## src/rtl/bus_pkg.sv

```systemverilog
// bus_pkg: shared definitions for the round-robin bus arbiter.
//   BUS_ADDR_W / BUS_DATA_W : default bus widths
//   arb_state_t             : arbiter FSM state encoding
package bus_pkg;

    localparam int unsigned BUS_ADDR_W = 16;
    localparam int unsigned BUS_DATA_W = 32;

    typedef enum logic [1:0] {
        ARB_IDLE    = 2'd0,
        ARB_BUSY    = 2'd1,
        ARB_RELEASE = 2'd2
    } arb_state_t;

endpackage

```

## src/rtl/bus_arbiter_if.sv

```systemverilog
// bus_arbiter_if: bundles the per-master request bus, the single slave bus
// and the arbiter status signals.
//   m_*          : per-master request/response (vectors indexed by master)
//   s_*          : shared slave-side request/response
//   grant, err   : one-hot grant and timeout pulse
// Modports:
//   slave  : arbiter view (consumes master requests, drives the slave bus)
//   master : environment view (the masters plus the slave)
interface bus_arbiter_if
    import bus_pkg::*;
#(
    parameter int unsigned NUM_MASTERS = 4,
    parameter int unsigned ADDR_W      = BUS_ADDR_W,
    parameter int unsigned DATA_W      = BUS_DATA_W
) ();

    logic [NUM_MASTERS-1:0]             m_valid;
    logic [NUM_MASTERS-1:0]             m_read;
    logic [NUM_MASTERS-1:0]             m_write;
    logic [NUM_MASTERS-1:0][ADDR_W-1:0] m_addr;
    logic [NUM_MASTERS-1:0][DATA_W-1:0] m_wdata;
    logic [NUM_MASTERS-1:0]             m_ready;
    logic [DATA_W-1:0]                  m_rdata;

    logic                               s_valid;
    logic                               s_read;
    logic                               s_write;
    logic [ADDR_W-1:0]                  s_addr;
    logic [DATA_W-1:0]                  s_wdata;
    logic                               s_ready;
    logic [DATA_W-1:0]                  s_rdata;

    logic [NUM_MASTERS-1:0]             grant;
    logic                               err;

    modport slave (
        input  m_valid, m_read, m_write, m_addr, m_wdata, s_ready, s_rdata,
        output m_ready, m_rdata, s_valid, s_read, s_write, s_addr, s_wdata,
               grant, err
    );

    modport master (
        output m_valid, m_read, m_write, m_addr, m_wdata, s_ready, s_rdata,
        input  m_ready, m_rdata, s_valid, s_read, s_write, s_addr, s_wdata,
               grant, err
    );

endinterface

```

## src/rtl/bus_arbiter_rr_picker.sv

```systemverilog
// rr_picker: combinational round-robin winner selection.
//   i_req      : request vector
//   i_last     : index of the previous winner; search starts at i_last+1
//   o_winner_c : one-hot winner (zero when no request)
//   o_idx_c    : winner index
//   o_none_c   : no request pending
module rr_picker #(
    parameter int unsigned N = 4,
    localparam int unsigned IDX_W = (N > 1) ? $clog2(N) : 1
) (
    input  logic [N-1:0]     i_req,
    input  logic [IDX_W-1:0] i_last,
    output logic [N-1:0]     o_winner_c,
    output logic [IDX_W-1:0] o_idx_c,
    output logic             o_none_c
);

    // Walk candidates last+1 .. last+N (mod N); the first requester wins.
    always_comb begin
        o_winner_c = '0;
        o_idx_c    = '0;
        o_none_c   = 1'b1;
        for (int unsigned k = 1; k <= N; k++) begin
            if (o_none_c && i_req[IDX_W'((32'(i_last) + k) % N)]) begin
                o_none_c = 1'b0;
                o_idx_c  = IDX_W'((32'(i_last) + k) % N);
            end
        end
        if (!o_none_c) begin
            o_winner_c[o_idx_c] = 1'b1;
        end
    end

endmodule

```

## src/rtl/bus_arbiter.sv

```systemverilog
// bus_arbiter: round-robin arbiter sharing one slave bus between
// NUM_MASTERS masters. IDLE picks a winner, BUSY muxes the winner onto the
// slave bus until s_ready (or abort), RELEASE inserts one dead cycle.
//   clk, reset : clock and synchronous active-high reset
//   bus        : bus_arbiter_if.slave (master requests, slave bus, grant, err)
// Optional feature macro: BUS_ARB_TIMEOUT_EN -- abort BUSY after TIMEOUT
// cycles without s_ready and pulse err; otherwise err is tied to 0.
module bus_arbiter
    import bus_pkg::*;
#(
    parameter int unsigned NUM_MASTERS = 4,
    parameter int unsigned ADDR_W      = BUS_ADDR_W,
    parameter int unsigned DATA_W      = BUS_DATA_W,
    parameter int unsigned TIMEOUT     = 16
) (
    input  logic          clk,
    input  logic          reset,
    bus_arbiter_if.slave  bus
);

    localparam int unsigned IDX_W = $clog2(NUM_MASTERS);
    localparam int unsigned CNT_W = $clog2(TIMEOUT + 1);

    if (NUM_MASTERS < 2 || NUM_MASTERS > 8) begin : g_bad_num_masters
        $error("bus_arbiter: NUM_MASTERS must be 2..8");
    end
    if (TIMEOUT < 1) begin : g_bad_timeout
        $error("bus_arbiter: TIMEOUT must be at least 1");
    end

    arb_state_t             r_state;
    logic [NUM_MASTERS-1:0] r_grant;
    logic [IDX_W-1:0]       r_last;

    arb_state_t             w_state_nxt;
    logic [NUM_MASTERS-1:0] w_grant_nxt;
    logic [IDX_W-1:0]       w_last_nxt;

    logic [NUM_MASTERS-1:0] w_winner;
    logic [IDX_W-1:0]       w_win_idx;
    logic                   w_none;

    logic                   w_s_valid;
    logic                   w_s_read;
    logic                   w_s_write;
    logic [ADDR_W-1:0]      w_s_addr;
    logic [DATA_W-1:0]      w_s_wdata;
    logic [NUM_MASTERS-1:0] w_m_ready;
    logic [DATA_W-1:0]      w_m_rdata;
    logic                   w_err;

`ifdef BUS_ARB_TIMEOUT_EN
    logic [CNT_W-1:0]       r_cnt;
    logic [CNT_W-1:0]       w_cnt_nxt;
`endif

    rr_picker #(.N(NUM_MASTERS)) u_picker (
        .i_req      (bus.m_valid),
        .i_last     (r_last),
        .o_winner_c (w_winner),
        .o_idx_c    (w_win_idx),
        .o_none_c   (w_none)
    );

    // State, grant and round-robin pointer; pointer resets so master 0 wins first.
    always_ff @(posedge clk) begin
        if (reset) begin
            r_state <= ARB_IDLE;
            r_grant <= '0;
            r_last  <= IDX_W'(NUM_MASTERS - 1);
`ifdef BUS_ARB_TIMEOUT_EN
            r_cnt   <= '0;
`endif
        end else begin
            r_state <= w_state_nxt;
            r_grant <= w_grant_nxt;
            r_last  <= w_last_nxt;
`ifdef BUS_ARB_TIMEOUT_EN
            r_cnt   <= w_cnt_nxt;
`endif
        end
    end

    // Next state and slave/master side muxing; r_last is the granted index in BUSY.
    always_comb begin
        w_state_nxt = r_state;
        w_grant_nxt = r_grant;
        w_last_nxt  = r_last;
        w_s_valid   = 1'b0;
        w_s_read    = 1'b0;
        w_s_write   = 1'b0;
        w_s_addr    = '0;
        w_s_wdata   = '0;
        w_m_ready   = '0;
        w_m_rdata   = '0;
        w_err       = 1'b0;
`ifdef BUS_ARB_TIMEOUT_EN
        w_cnt_nxt   = r_cnt;
`endif
        unique case (r_state)
            ARB_IDLE: begin
                if (!w_none) begin
                    w_grant_nxt = w_winner;
                    w_last_nxt  = w_win_idx;
                    w_state_nxt = ARB_BUSY;
`ifdef BUS_ARB_TIMEOUT_EN
                    w_cnt_nxt   = '0;
`endif
                end
            end
            ARB_BUSY: begin
                w_s_valid = bus.m_valid[r_last];
                w_s_read  = bus.m_read[r_last];
                w_s_write = bus.m_write[r_last];
                w_s_addr  = bus.m_addr[r_last];
                w_s_wdata = bus.m_wdata[r_last];
                w_m_rdata = bus.s_rdata;
                // Completion is suppressed while reset is pending or the master has withdrawn.
                if (!reset && w_s_valid && bus.s_ready) begin
                    w_m_ready = r_grant;
                end
                if ((w_s_valid && bus.s_ready) || !w_s_valid) begin
                    w_grant_nxt = '0;
                    w_state_nxt = ARB_RELEASE;
                end
`ifdef BUS_ARB_TIMEOUT_EN
                else if (r_cnt == CNT_W'(TIMEOUT - 1)) begin
                    w_err       = !reset;
                    w_grant_nxt = '0;
                    w_state_nxt = ARB_RELEASE;
                end else if (r_cnt != '1) begin
                    w_cnt_nxt = r_cnt + CNT_W'(1);
                end
`endif
            end
            ARB_RELEASE: begin
                w_grant_nxt = '0;
                w_state_nxt = ARB_IDLE;
            end
            default: begin
                w_grant_nxt = '0;
                w_state_nxt = ARB_IDLE;
            end
        endcase
    end

    assign bus.s_valid = w_s_valid;
    assign bus.s_read  = w_s_read;
    assign bus.s_write = w_s_write;
    assign bus.s_addr  = w_s_addr;
    assign bus.s_wdata = w_s_wdata;
    assign bus.m_ready = w_m_ready;
    assign bus.m_rdata = w_m_rdata;
    assign bus.grant   = r_grant;
    assign bus.err     = w_err;

endmodule

```

## src/flat_wrapper.sv

```systemverilog
// flat-port wrapper written by rule: the top's interface ports become plain ports
module bus_arbiter_flat import bus_pkg::*;
#(
    parameter int unsigned NUM_MASTERS = 4,
    parameter int unsigned ADDR_W      = BUS_ADDR_W,
    parameter int unsigned DATA_W      = BUS_DATA_W,
    parameter int unsigned TIMEOUT     = 16
)
  (clk, reset, bus_m_valid, bus_m_read, bus_m_write, bus_m_addr, bus_m_wdata, bus_s_ready, bus_s_rdata, bus_m_ready, bus_m_rdata, bus_s_valid, bus_s_read, bus_s_write, bus_s_addr, bus_s_wdata, bus_grant, bus_err);
  bus_arbiter_if #(.NUM_MASTERS(NUM_MASTERS), .ADDR_W(ADDR_W), .DATA_W(DATA_W)) bus_i ();
  input  logic clk;
  input  logic reset;
  input wire logic [$bits(bus_i.m_valid)-1:0] bus_m_valid;
  input wire logic [$bits(bus_i.m_read)-1:0] bus_m_read;
  input wire logic [$bits(bus_i.m_write)-1:0] bus_m_write;
  input wire logic [$bits(bus_i.m_addr)-1:0] bus_m_addr;
  input wire logic [$bits(bus_i.m_wdata)-1:0] bus_m_wdata;
  input wire logic [$bits(bus_i.s_ready)-1:0] bus_s_ready;
  input wire logic [$bits(bus_i.s_rdata)-1:0] bus_s_rdata;
  output wire logic [$bits(bus_i.m_ready)-1:0] bus_m_ready;
  output wire logic [$bits(bus_i.m_rdata)-1:0] bus_m_rdata;
  output wire logic [$bits(bus_i.s_valid)-1:0] bus_s_valid;
  output wire logic [$bits(bus_i.s_read)-1:0] bus_s_read;
  output wire logic [$bits(bus_i.s_write)-1:0] bus_s_write;
  output wire logic [$bits(bus_i.s_addr)-1:0] bus_s_addr;
  output wire logic [$bits(bus_i.s_wdata)-1:0] bus_s_wdata;
  output wire logic [$bits(bus_i.grant)-1:0] bus_grant;
  output wire logic [$bits(bus_i.err)-1:0] bus_err;
  assign bus_i.m_valid = bus_m_valid;
  assign bus_i.m_read = bus_m_read;
  assign bus_i.m_write = bus_m_write;
  assign bus_i.m_addr = bus_m_addr;
  assign bus_i.m_wdata = bus_m_wdata;
  assign bus_i.s_ready = bus_s_ready;
  assign bus_i.s_rdata = bus_s_rdata;
  assign bus_m_ready = bus_i.m_ready;
  assign bus_m_rdata = bus_i.m_rdata;
  assign bus_s_valid = bus_i.s_valid;
  assign bus_s_read = bus_i.s_read;
  assign bus_s_write = bus_i.s_write;
  assign bus_s_addr = bus_i.s_addr;
  assign bus_s_wdata = bus_i.s_wdata;
  assign bus_grant = bus_i.grant;
  assign bus_err = bus_i.err;
  bus_arbiter #(.NUM_MASTERS(NUM_MASTERS), .ADDR_W(ADDR_W), .DATA_W(DATA_W), .TIMEOUT(TIMEOUT)) u_core (.clk(clk), .reset(reset), .bus(bus_i));
endmodule
```

## config.mk

```make
export PLATFORM = sky130hd
export DESIGN_NAME = bus_arbiter_flat
export DESIGN_NICKNAME = d
export VERILOG_FILES = /design/src/rtl/bus_pkg.sv /design/src/rtl/bus_arbiter_if.sv /design/src/rtl/bus_arbiter_rr_picker.sv /design/src/rtl/bus_arbiter.sv /design/src/flat_wrapper.sv
export SDC_FILE = /design/constraint.sdc
export NUM_CORES = 1
export LEC_CHECK = 0
export BUFFER_PORTS_ARGS = -buffer_cell sky130_fd_sc_hd__clkbuf_2
export CAP_MARGIN = 20
export CORE_AREA = 3 3 128 130
export CTS_CLUSTER_DIAMETER = 50
export DETAILED_ROUTE_END_ITERATION = 6
export DIE_AREA = 0 0 131 133
export PLACE_DENSITY = 0.48
export SLEW_MARGIN = 20
export SYNTH_ARGS = -nofsm -noshare
export SYNTH_HDL_FRONTEND = slang
export SYNTH_HIERARCHICAL = 1
export SYNTH_SLANG_ARGS = --single-unit
export TNS_END_PERCENT = 30
```

## constraint.sdc

```tcl
create_clock -name clk -period 1.9 [get_ports clk]
set_input_delay 0.38 -clock clk [delete_from_list [all_inputs] [get_ports clk]]
set_output_delay 0.38 -clock clk [all_outputs]
set_load 0.005 [all_outputs]
```

; Word level (Yosys, flattened, before mapping)
; Cells that the tools add are included.
[classes]
addsub = 4
multipliers = 0
div_mod_pow = 0
n_lt_le_gt_ge = 7
n_eq_ne = 3
n_shift = 0
mux = 42
n_bitwise = 1
reduce_logical = 13
[op_table]
columns = cell, count
row1 = 32-bit two-way mux, 3
row2 = 32-bit binary-select mux with 2-bit select, 1
row3 = 16-bit binary-select mux with 2-bit select, 1
row4 = 16-bit two-way mux, 2
row5 = 2-bit by 3-bit less-than comparator with 1-bit output (second input constant), 6
row6 = 4-bit two-way mux, 4
row7 = 1-bit two-way mux, 15
row8 = 1-bit binary-select mux with 2-bit select, 7
row9 = 2-bit two-way mux, 6
row10 = 4-bit case mux with 2 select lines, 1
row11 = 1-bit logical AND, 7
row12 = 2-bit by 1-bit adder with 2-bit output (second input constant), 2
row13 = 2-bit adder (second input constant), 2
row14 = 2-bit case mux with 2 select lines, 1
row15 = 2-bit AND reduction, 2
row16 = 1-bit demux with 2-bit select, 1
row17 = 2-bit by 1-bit == test with 1-bit output (second input constant), 1
row18 = 2-bit by 1-bit greater-or-equal comparator with 1-bit output (second input constant), 1
row19 = 1-bit logical NOT, 2
row20 = 2-bit logical NOT, 1
row21 = 2-bit by 1-bit != test with 1-bit output (second input constant), 1
row22 = 2-bit != test (second input constant), 1
row23 = 1-bit logical OR, 1
row24 = 1-bit NOT, 1
[word_totals]
ff_bits = 8
latchBits = 0
ramBits = 0
mem_bits_ro = 0
in_bits = 239
output_inout_bits = 92
word_cells = 73
n_memories = 0

; Logic depth before layout (Yosys ltp)
; Gate-level depths: netlist (run 1).
[depth]
ltp_word = 16
mapped_depth = 6
mapped_depth_nobuf = 5

; Hierarchy
; The synthesis (run 1) kept the hierarchy.
[by_module_without_submodules]
columns = mod, n_inst, cells_per_inst, area_each_um2, seq_area_each_um2
row1 = bus_arbiter, 1, 200, 2351.0, 160.2
row2 = rr_picker, 1, 29, 196.4, 0.0

; Worst setup path after synthesis (run 1)
; OpenSTA, ideal clock, no wires.
[synth_timing]
path_type = flip-flop to output port
start = register u_core.r_last[0]
end = output bus_s_addr[0]
arrival_ns = 1.508
required_ns = 1.520
setup_slack_ns = 0.012
stages_incl_launch_ff = 5
path_buffers = 2
path_cell_list = dfxtp_1 -> buf_6 -> buf_6 -> mux4_1 -> and2_1
[synth_via]
elab_chain_cells = 3
[synth_lines]
columns = item, line
row1 = start: declaration, bus_arbiter.sv:33  ; logic [IDX_W-1:0] r_last;
row2 = start signal: assignment, bus_arbiter.sv:70  ; r_last <= IDX_W'(NUM_MASTERS - 1);
row3 = start signal: assignment, bus_arbiter.sv:77  ; r_last <= w_last_nxt;
row4 = 16-bit binary-select mux with 2-bit select, bus_arbiter.sv:115  ; w_s_addr = bus.m_addr[r_last];
row5 = 16-bit two-way mux (not written as such), bus_arbiter.sv:115
row6 = 16-bit two-way mux, bus_arbiter.sv:100  ; unique case (r_state)
row7 = end: declaration, flat_wrapper.sv:25  ; output wire logic [$bits(bus_i.s_addr)-1:0] bus_s_addr;
; No other way between the ends. The select of a mux whose other input is x is not followed.

; Worst setup path in the final report (run 1)
[layout_timing]
start = register u_core.r_last[0]
end = output bus_s_wdata[19]
[layout_via]
elab_chain_cells = 3
[layout_lines]
columns = item, line
row1 = 32-bit binary-select mux with 2-bit select, bus_arbiter.sv:116  ; w_s_wdata = bus.m_wdata[r_last];
row2 = 32-bit two-way mux (not written as such), bus_arbiter.sv:116
row3 = 32-bit two-way mux, bus_arbiter.sv:100
row4 = end: declaration, flat_wrapper.sv:26  ; output wire logic [$bits(bus_i.s_wdata)-1:0] bus_s_wdata;
; No other way between the ends. The select of a mux whose other input is x is not followed.

==> results of run 1 <==
-- worst max path at each step --
stage,endpoint,slack (ps),depth (start not counted)
final,bus_s_wdata[19],-200,5
after global routing,bus_s_wdata[20],-260,5
after CTS,bus_s_wdata[19],-240,5
after detailed placement,bus_s_wdata[17],7,4
after global placement,bus_s_wdata[18],20,4
after floorplan,bus_s_addr[0],10,4
-- metal layers --
layer / share of wire, % / routed length [um] / up-vias / GRT usage [%]
met5: 0.11 / 16 / - / 0
met1: 38 / 5347 / 1615 / 17.43
li1: - / - / 1537 / -
met4: 1.2 / 161 / 2 / 2.114
met3: 10 / 1396 / 16 / 3.674
met2: 50 / 6997 / 160 / 25.73
-- through the flow --
stage               power (uW)  setup slack, ps  instances  hold slack, ps  utilization [%]
floorplan                 1160            11.76        229           481.5                -
global placement          1886            22.74        761           491.6            29.49
detailed placement        1908            6.669        761           493.8            29.49
CTS                       2459           -244.6        769           435.8            30.27
global route              2632           -261.7        769           455.2            30.47
finish                    2454           -198.1        770           436.0            30.49
-- power groups by stage --
stage | combinational [uW] | sequential, uW | clock (uW)
global route | 2020 | 234 | 377
global placement | 1650 | 235 | 0
detailed placement | 1670 | 235 | 0
finish | 1870 | 228 | 358
CTS | 1860 | 231 | 366
floorplan | 942 | 218 | 0
-- synthesized netlist by cell type (2+ instances only) --
library cell / number
sky130_fd_sc_hd__and2_1: 82
sky130_fd_sc_hd__buf_2: 3
sky130_fd_sc_hd__buf_6: 7
sky130_fd_sc_hd__clkbuf_1: 12
sky130_fd_sc_hd__dfxtp_1: 8
sky130_fd_sc_hd__inv_1: 7
sky130_fd_sc_hd__mux2i_1: 3
sky130_fd_sc_hd__mux4_1: 43
sky130_fd_sc_hd__mux4_2: 8
sky130_fd_sc_hd__nand2_1: 7
sky130_fd_sc_hd__nand2b_1: 3
sky130_fd_sc_hd__nor2_1: 3
sky130_fd_sc_hd__nor2b_1: 3
sky130_fd_sc_hd__nor2b_4: 2
sky130_fd_sc_hd__nor3_1: 7
sky130_fd_sc_hd__o21ai_0: 8
-- layout by cell type (no fill, tap or decap), drive strengths merged, types with 3 or more instances in the layout --
cell    synthesis  final
mux2i           3      3
dfxtp           8      8
nor3            8      8
clkbuf         12    330
mux4           51     51
nand2b          3      3
nor2            3      3
and2           82     82
buf            11     22
o21ai           9      9
inv             8      8
nand2           7      7
nor2b           5      5
-- flip-flops by register name, summed over array words and instances, names as in the netlist --
signal	count
u_core/bus.grant	4
u_core/r_last	2
u_core/r_state	2
-- what timing repair did --
action                                  in CTS  in global routing
endpoints found under the setup margin      55                 62
pin swaps                                   10                  1
resized for setup                           54                 20
setup buffers                                3                  1
cloned                                       1                  0
-- worst max-delay path, cell delays in order, from the launching register on --
cell	delay, ps
sky130_fd_sc_hd__dfxtp_4	410
sky130_fd_sc_hd__buf_6	150
sky130_fd_sc_hd__buf_12	140
sky130_fd_sc_hd__mux4_2	500
sky130_fd_sc_hd__and2_4	170
sky130_fd_sc_hd__buf_6	110
-- cells by family after synthesis --
family | share of synthesized area [%]
buffers and inverters | 6.925
AND/OR/NAND/NOR | 27.70
flip-flops | 6.287
AO/OA/AOI/OAI | 5.894
multiplexers | 53.04
other | 0.1472
-- area by class of cell --
cell class              count  area, um2
diodes                      1      2.502
clock buffers               4      78.83
fillers                  1653      10610
inverters                   8      30.03
multi-input cells         190       2207
flip-flops and latches      8      167.7
well taps                 211      264.0
repair buffers            348       1902
==> reports/qor.yml, run 1 <==
outcome:
  outcome: "complete, but fails checks"
  violated_checks: "negative setup slack"
logic_synthesis:
  yosysUniqueCellTypes: 39
  netlist.top_cell.by_area: "sky130_fd_sc_hd__mux4_1"
  synth_nets: 468
  synthesis.yosys.warnings: 6
  synth_flop_cell: "sky130_fd_sc_hd__dfxtp_1"
  synthTopCellsByArea: "sky130_fd_sc_hd__mux4_1, sky130_fd_sc_hd__and2_1, sky130_fd_sc_hd__mux4_2"
  synth_edf_count: 0
  number_of_flip_flops_and_latches_in_the_synthesized_netlist: 8
  synth-async-reset-ratio_pct: 0
  synth_sequential_area_ratio_pct: 6.287
  synth_area_mm2: 0.002547
  syn-mean-instance-area_um2: 11.12
  synthesized_instance_count: 229
  yosysTopAreaCellShare_pct: 44.35
floorplan:
  io_pins: 331
  core_area_mm2: 0.01526
  die_area_mm2: 0.01742
  fp-row-count: 45
  initial_utilization_pct: 16.70
  die_w_um: 131
  fp.dieH_um: 133
clock_tree:
  cts_tree: "yes"
  clock-root-buffer: "sky130_fd_sc_hd__clkbuf_16"
  cts.path.max_buffers: 2
  cts.htree.levels: 1
  cts_hold_buf: 0
  clkSinkCount: 8
  worst_skew_pair_latency_ps: 230
  clk_pin_slew_worst_paths_ps: 40
  cts_buffers: 3
final_layout:
  syn_to_final_growth_pct: 82.61
  layout-drive-gt1-share_pct: 76.88
  finalInstanceArea_mm2: 0.004652
  num-nets-final: 798
sta:
  max-slew-margin-rel_pct: 47.72
  setup_viol: 55
  grt_setup_unrepaired: "yes"
  report.final.hold_viol_count: 0
  period_share_pct: 110.4
  worst-slew-pin-transition_ps: 777.1
  fin_crit_ps: 2098
  setup_tns_ps: -7577
  final_critical_path_setup_slack_ps: -198.1
  maxSlewViolCount: 0
  finClkSkew_ps: 2.567
  clock.fmax_mhz: 476.6
worst_setup_path:
  worstSetupStartpoint: "u_core/r_last[0]"
  worstSetupStartpointType: "flop"
  cp_max_fo: 8
  setup.worst_path.end_class: "output port"
  worst-r2r-setup-slack_ps: 50
  worst_ep_arrival_time_ps: 1720
  critical_path_class: "reg -> out"
  crit_required_ps: 1520
  timing.rr.start: "u_core/r_last[0]"
  ff2ff_path_depth: 6
  r2r_end: "u_core/bus.grant[1]"
grt:
  first_global_vias: 3533
  grt_max_degree: 54
  grtUsageTotal_pct: 14.36
  aggregate_global_routing_overflow: 0
  grt_antenna_before_repair: 1
  global_route_wire_length_before_repair_um: 19680
power_and_ir_drop:
  ir_drop_uv: 292.4
  seq_power_share_pct: 9.3
  power.share.combinational_pct: 76.1
  powerDensity_mw_per_mm2: 527.6
  clockPowerShare_pct: 14.6
  net_sw_power_uw: 870.7
  leakage_uw: 0.002527
  internal-power_uw: 1584
  switching_share_of_power_pct: 35.48
route:
  drt_first_pass_iters: 4
  dr.first_iter.drc_count: 134
  via_per_inst: 4.325
  remaining_drc_errors: 0
  drt_wl_total_um: 13920
  postRouteAntennaNets: 0
  route.detailed.wl_per_inst_um: 18.08
  via_count: 3330
min_path:
  timing.hold.worst_path_depth: 2
  timing.hold.worst_endpoint: "u_core/r_state[1]"
  timing.hold.worst.class: "in -> reg"
  start_point_of_the_worst_min_delay_path: "bus_s_ready"
placed_design:
  dp.final_hpwl_um: 11940
  placement.io_buffers: 329
  place_congestion: 0.9408
  place_area_mm2: 0.004499
job:
  max_cap_viol_count: 0
No activity file was read; power rests on OpenSTA's default activity.
==> inputs of run 2 (changes only) <==
--- a/config.mk
+++ b/config.mk
@@ -5,13 +5,14 @@
 export SDC_FILE = /design/constraint.sdc
 export NUM_CORES = 1
 export LEC_CHECK = 0
+export ABC_AREA = 1
 export BUFFER_PORTS_ARGS = -buffer_cell sky130_fd_sc_hd__clkbuf_2
 export CAP_MARGIN = 20
-export CORE_AREA = 3 3 128 130
+export CORE_AREA = 3 3 127 129
 export CTS_CLUSTER_DIAMETER = 50
 export DETAILED_ROUTE_END_ITERATION = 6
-export DIE_AREA = 0 0 131 133
-export PLACE_DENSITY = 0.48
+export DIE_AREA = 0 0 130 132
+export PLACE_DENSITY = 0.5
 export SLEW_MARGIN = 20
 export SYNTH_ARGS = -nofsm -noshare
 export SYNTH_HDL_FRONTEND = slang
==> reports/qor.yml, run 2 <==
worst_setup_path:
  slowest_delay_ps: 420
  buffering_stage_count_on_the_worst_path_with_inverters_included: 4
  timing.rr.start: "u_core/r_last[0]"
  worst_ep_arrival_time_ps: 1560
  crit_required_ps: 1520
  critical-path-top-delay-family: "buffers and inverters"
  cp_max_fo: 6
  worst-r2r-setup-slack_ps: 70
  worstSetupStartpointType: "flop"
  ff2ff_path_depth: 13
  path_cells: "buf_12, buf_8, buf_8, nor2_1, nor2_1, o21ai_0, a21oi_1, buf_2"
  r2r_end: "u_core/bus.grant[1]"
  critical_path_class: "reg -> out"
  slowest_stage_cell_crit_path: "sky130_fd_sc_hd__dfxtp_4"
  setup.worst_path.end_class: "output port"
sta:
  fin_crit_ps: 1939
  clock.fmax_mhz: 515.8
  finClkSkew_ps: 5.213
  grt_setup_unrepaired: "yes"
  maxSlewViolCount: 0
  setup_viol: 12
  final_critical_path_setup_slack_ps: -38.89
  period_share_pct: 102.0
  report.final.hold_viol_count: 0
floorplan:
  die_area_mm2: 0.01716
  initial_utilization_pct: 18.18
  io_pins: 331
  core_area_mm2: 0.01515
  die_w_um: 130
  fp-row-count: 45
  fp.dieH_um: 132
grt:
  global_route_wire_length_before_repair_um: 21920
  grtUsageTotal_pct: 15.39
  grt_max_degree: 58
  aggregate_global_routing_overflow: 0
  first_global_vias: 4246
  grt_antenna_before_repair: 0
power_and_ir_drop:
  powerDensity_mw_per_mm2: 1245
  switching_share_of_power_pct: 53.07
  seq_power_share_pct: 5.6
  net_sw_power_uw: 3265
  clockPowerShare_pct: 6.0
  leakage_uw: 0.002834
  internal-power_uw: 2887
  power.share.combinational_pct: 88.4
  ir_drop_uv: 1302
logic_synthesis:
  yosysTopAreaCellShare_pct: 32.30
  netlist.top_cell.by_area: "sky130_fd_sc_hd__nor2_1"
  synthesis.yosys.warnings: 6
  synth_sequential_area_ratio_pct: 5.816
  synthesized_instance_count: 572
  syn-mean-instance-area_um2: 4.814
  synth_flop_cell: "sky130_fd_sc_hd__dfxtp_1"
  yosysUniqueCellTypes: 28
  synth_area_mm2: 0.002754
  synthTopCellsByArea: "sky130_fd_sc_hd__nor2_1, sky130_fd_sc_hd__o21ai_0, sky130_fd_sc_hd__a21oi_1"
  post-synth-top-count-cell: "sky130_fd_sc_hd__nor2_1"
  synth_nets: 811
  number_of_flip_flops_and_latches_in_the_synthesized_netlist: 8
  synth_commonest_cells: "sky130_fd_sc_hd__nor2_1, sky130_fd_sc_hd__o21ai_0, sky130_fd_sc_hd__a21oi_1"
  synth_edf_count: 0
  synth-async-reset-ratio_pct: 0
clock_tree:
  clkSinkCount: 8
  cts_hold_buf: 0
  cts.htree.levels: 1
  cts_buffers: 3
  cts_tree: "yes"
  cts.path.max_buffers: 2
  clk_pin_slew_worst_paths_ps: 40
  worst_skew_pair_latency_ps: 230
  clock-root-buffer: "sky130_fd_sc_hd__clkbuf_16"
final_layout:
  num-nets-final: 1134
  postLayoutCoreUtil_pct: 32.61
  syn_to_final_growth_pct: 79.37
  layout-drive-gt1-share_pct: 45.75
  mostFrequentLayoutCells: "sky130_fd_sc_hd__clkbuf_2, sky130_fd_sc_hd__nor2_1, sky130_fd_sc_hd__o21ai_0"
  layout.cells.non_filler: 1082
  antenna_cells_inserted: 0
  layout.cells.most_common: "sky130_fd_sc_hd__clkbuf_2"
  largest_register_ffs: 4
route:
  remaining_drc_errors: 0
  via_count: 4682
  drt_first_pass_iters: 6
  via_per_inst: 4.327
  route.detailed.wl_per_inst_um: 14.14
  postRouteAntennaNets: 0
  drt_wl_total_um: 15300
  dr.first_iter.drc_count: 233
placed_design:
  dp.final_hpwl_um: 11670
  placement.io_buffers: 329
  dp_cells: 1061
  place_congestion: 0.8325
  dp_slack_ps: 167.4
min_path:
  start_point_of_the_worst_min_delay_path: "reset"
  timing.hold.worst.class: "in -> reg"
  timing.hold.worst_endpoint: "u_core/r_last[0]"
  timing.hold.worst_path_depth: 3
outcome:
  outcome: "complete, but fails checks"
  violated_checks: "negative setup slack"
job:
  max_cap_viol_count: 0
-- run 2: cell types whose count changed in the layout (fill, tap and decap cells not counted), sizes merged, moves of 9 or more --
cell / previous run / this run
nor2: 3 / 240
o21ai: 9 / 101
and2: 82 / 0
a21oi: 1 / 56
mux4: 51 / 0
nand2: 7 / 54
inv: 8 / 48
buf: 22 / 51
clkbuf: 330 / 314
nand3: 0 / 9
-- run 2: logic make-up after synthesis --
kind of cell / count (synthesis) / synth area share (%)
AND/OR/NAND/NOR: 312 / 47.80
AO/OA/AOI/OAI: 159 / 29.08
buffers and inverters: 92 / 17.17
flip-flops: 8 / 5.815
other: 1 / 0.1362
-- run 2: power by group through the flow --
stage	clock network [uW]	logic, uW	registers, uW
after floorplan	0	3210	309
after global placement	0	4810	374
after detailed placement	0	4790	372
after CTS	373	5090	347
after global routing	386	6060	352
final	370	5440	343
-- run 2: worst max-delay path by stage --
stage	to	startpoint	slack [ps]	cells past startpoint
after floorplan	u_core/bus.grant[0]	u_core/r_last[0]	240	12
after global placement	bus_s_wdata[14]	u_core/r_last[1]	160	6
after detailed placement	bus_s_addr[12]	u_core/r_last[0]	170	7
after CTS	bus_m_ready[3]	u_core/r_last[0]	-20	6
after global routing	bus_s_addr[3]	u_core/r_last[0]	-100	7
final	bus_s_addr[5]	u_core/r_last[0]	-40	8
-- run 2: timing repair --
action                                  CTS  global route
gates resized for setup                   4            55
cloned                                    2             5
setup buffers                             5             5
pin swaps                                 1            20
endpoints found under the setup margin   29            57
-- run 2: worst register-to-register path, cell delays in order, from the launching register on --
cell and delay, ps:
sky130_fd_sc_hd__dfxtp_4 420, sky130_fd_sc_hd__buf_6 150, sky130_fd_sc_hd__buf_4 130, sky130_fd_sc_hd__nand2_1 60, sky130_fd_sc_hd__nand2_2 90, sky130_fd_sc_hd__nand2_1 70
sky130_fd_sc_hd__nand2_2 70, sky130_fd_sc_hd__inv_1 70, sky130_fd_sc_hd__nand3_2 90, sky130_fd_sc_hd__inv_2 50, sky130_fd_sc_hd__nor3_2 200, sky130_fd_sc_hd__buf_4 160
sky130_fd_sc_hd__nand2_1 70, sky130_fd_sc_hd__a21oi_2 140
-- run 2: final cells by class --
type	count	area [um2]
clock buffers	4	78.83
fillers	1752	10210
inverters	48	185.2
multi-input cells	472	2152
flip-flops and latches	8	167.7
well taps	188	235.2
repair buffers	362	2121
-- run 2: routing by layer --
layer,vias to the layer above,share of wire [%],track usage (%)
li1,2455,-,-
met1,2011,43,20.08
met2,200,48,27.05
met3,16,7.3,2.147
met4,0,1.8,2.656
met5,-,0,0
-- run 2: metrics by stage --
stage / power [uW] / area, um2 / hold WS [ps] / setup TNS, ps
after floorplan: 3516 / 2754 / 449.1 / 0
after global placement: 5183 / 4558 / 468.8 / 0
after detailed placement: 5157 / 4558 / 471.0 / 0
after CTS: 5807 / 4750 / 433.3 / -30.71
after global routing: 6797 / 4940 / 458.8 / -2679
final: 6151 / 4940 / 425.3 / -145.0
==> inputs of run 3 (changes only) <==
--- a/config.mk
+++ b/config.mk
@@ -6,7 +6,7 @@
 export NUM_CORES = 1
 export LEC_CHECK = 0
 export ABC_AREA = 1
-export BUFFER_PORTS_ARGS = -buffer_cell sky130_fd_sc_hd__clkbuf_2
+export BUFFER_PORTS_ARGS = -buffer_cell sky130_fd_sc_hd__buf_2
 export CAP_MARGIN = 20
 export CORE_AREA = 3 3 127 129
 export CTS_CLUSTER_DIAMETER = 50
==> reports/qor.yml, run 3 (synthesis results as in run 2) <==
route:
  drt_wl_total_um: 15840
  dr.first_iter.drc_count: 265
  via_per_inst: 4.386
  via_count: 4741
  route.detailed.wl_per_inst_um: 14.65
  remaining_drc_errors: 0
  drt_first_pass_iters: 4
  postRouteAntennaNets: 0
clock_tree:
  cts_tree: "yes"
  cts.htree.levels: 1
  clk_pin_slew_worst_paths_ps: 40
  worst_skew_pair_latency_ps: 240
  cts_hold_buf: 0
  cts.path.max_buffers: 2
  clock-root-buffer: "sky130_fd_sc_hd__clkbuf_16"
  cts_buffers: 3
  clkSinkCount: 8
sta:
  finClkSkew_ps: 5.870
  setup_tns_ps: -25.62
  setup_viol: 4
  grt_setup_unrepaired: "yes"
  final_critical_path_setup_slack_ps: -16.12
  clock.fmax_mhz: 521.9
  report.final.hold_viol_count: 0
  fin_worst_hold_slack_ps: 413.1
  period_share_pct: 100.8
  fin_crit_ps: 1916
  maxSlewViolCount: 0
grt:
  use_met2_pct: 28.25
  gr-usage-met3_pct: 1.823
  global_route_wire_length_before_repair_um: 22230
  grt_max_degree: 89
  grt.busiest_layer: "met2"
  globalRouteMet1Util_pct: 20.84
  grtUsageTotal_pct: 15.82
  grt_antenna_before_repair: 1
  aggregate_global_routing_overflow: 0
  first_global_vias: 4247
worst_setup_path:
  worst-r2r-setup-slack_ps: 70
  setup.worst_path.end_class: "output port"
  crit_required_ps: 1520
  cp_max_fo: 6
  worstSetupStartpointType: "flop"
  critical_path_class: "reg -> out"
  worst_ep_arrival_time_ps: 1540
floorplan:
  initial_utilization_pct: 18.18
  core_area_mm2: 0.01515
  fp.dieH_um: 132
  fp-row-count: 45
  die_w_um: 130
  io_pins: 331
  die_area_mm2: 0.01716
final_layout:
  multi_input_area_mm2: 0.002207
  nFillCells: 1778
  num-nets-final: 1133
  antenna_cells_inserted: 0
  layout.cells.most_common: "sky130_fd_sc_hd__buf_2"
  register_area_um2: 167.7
  largest_register_ffs: 4
  layout-drive-gt1-share_pct: 47.26
  layout.cells.non_filler: 1081
  mostFrequentLayoutCells: "sky130_fd_sc_hd__buf_2, sky130_fd_sc_hd__nor2_1, sky130_fd_sc_hd__o21ai_0"
  syn_to_final_growth_pct: 80.55
placed_design:
  placement.io_buffers: 329
  dp.final_hpwl_um: 11680
  dp_cells: 1062
  place_congestion: 0.8308
power_and_ir_drop:
  leakage_uw: 0.002833
  ir_drop_uv: 1208
  powerDensity_mw_per_mm2: 1261
min_path:
  timing.hold.worst.class: "in -> reg"
job:
  max_cap_viol_count: 0
outcome:
  violated_checks: "negative setup slack"
  outcome: "complete, but fails checks"
[run 3: cell count changes in the layout (fill, tap and decap cells not counted), moves of 10 or more]
cell | before | now
sky130_fd_sc_hd__o21ai_1 | 18 | 31
sky130_fd_sc_hd__clkbuf_2 | 308 | 0
sky130_fd_sc_hd__buf_2 | 22 | 329
sky130_fd_sc_hd__nand2_1 | 38 | 27
sky130_fd_sc_hd__nand2_2 | 14 | 24
sky130_fd_sc_hd__o21ai_0 | 83 | 70
[run 3: stage by stage]
stage | area (um2) | setup slack [ps] | power [uW] | util (%)
5_1_grt | 4972 | -92.47 | 6925 | 32.83
3_5_place_dp | 4541 | 148.0 | 5134 | 29.98
6_report | 4972 | -16.12 | 6271 | 32.83
4_1_cts | 4712 | -30.17 | 5760 | 31.11
2_1_floorplan | 2754 | 241.6 | 3516 | -
3_3_place_gp | 4541 | 124.7 | 5158 | 29.98
[run 3: final timing paths]
kind	start	to	cells past startpoint
setup / recovery	u_core/r_last[0]	bus_s_wdata[21]	7
hold / removal	reset	u_core/bus.grant[0]	2
setup reg to reg	u_core/r_last[0]	u_core/bus.grant[3]	13
hold reg to reg	u_core/bus.grant[3]	u_core/bus.grant[3]	2
[run 3: layout make-up]
type                    instances  share of cell area (%)
clock buffers                   4                   1.585
inverters                      48                   3.724
multi-input cells             472                   44.39
flip-flops and latches          8                   3.372
well taps                     188                   4.731
repair buffers                361                   42.20
[run 3: report_power, final]
group / internal, uW / switching [uW]
clock network: 281 / 98.5
logic: 2370 / 3160
registers: 254 / 100
total: 2910 / 3360
[run 3: per-layer routing]
layer	vias up	wire length (um)
met5	-	0
met1	2078	6795
met2	193	7802
li1	2455	-
met3	15	1071
met4	0	173
[run 3: timing repair]
item,in CTS,in global routing
setup buffers,2,8
setup endpoints to repair,40,58
gates cloned,2,4
pin swaps,2,36
resized for setup,9,59
[run 3: critical path, stage by stage, from the launching register on]
cell and delay, ps:
sky130_fd_sc_hd__dfxtp_4 430, sky130_fd_sc_hd__buf_8 160, sky130_fd_sc_hd__clkbuf_16 150, sky130_fd_sc_hd__nor2_1 40, sky130_fd_sc_hd__nor2_1 60, sky130_fd_sc_hd__o21ai_0 90, sky130_fd_sc_hd__a21oi_1 210, sky130_fd_sc_hd__buf_2 150
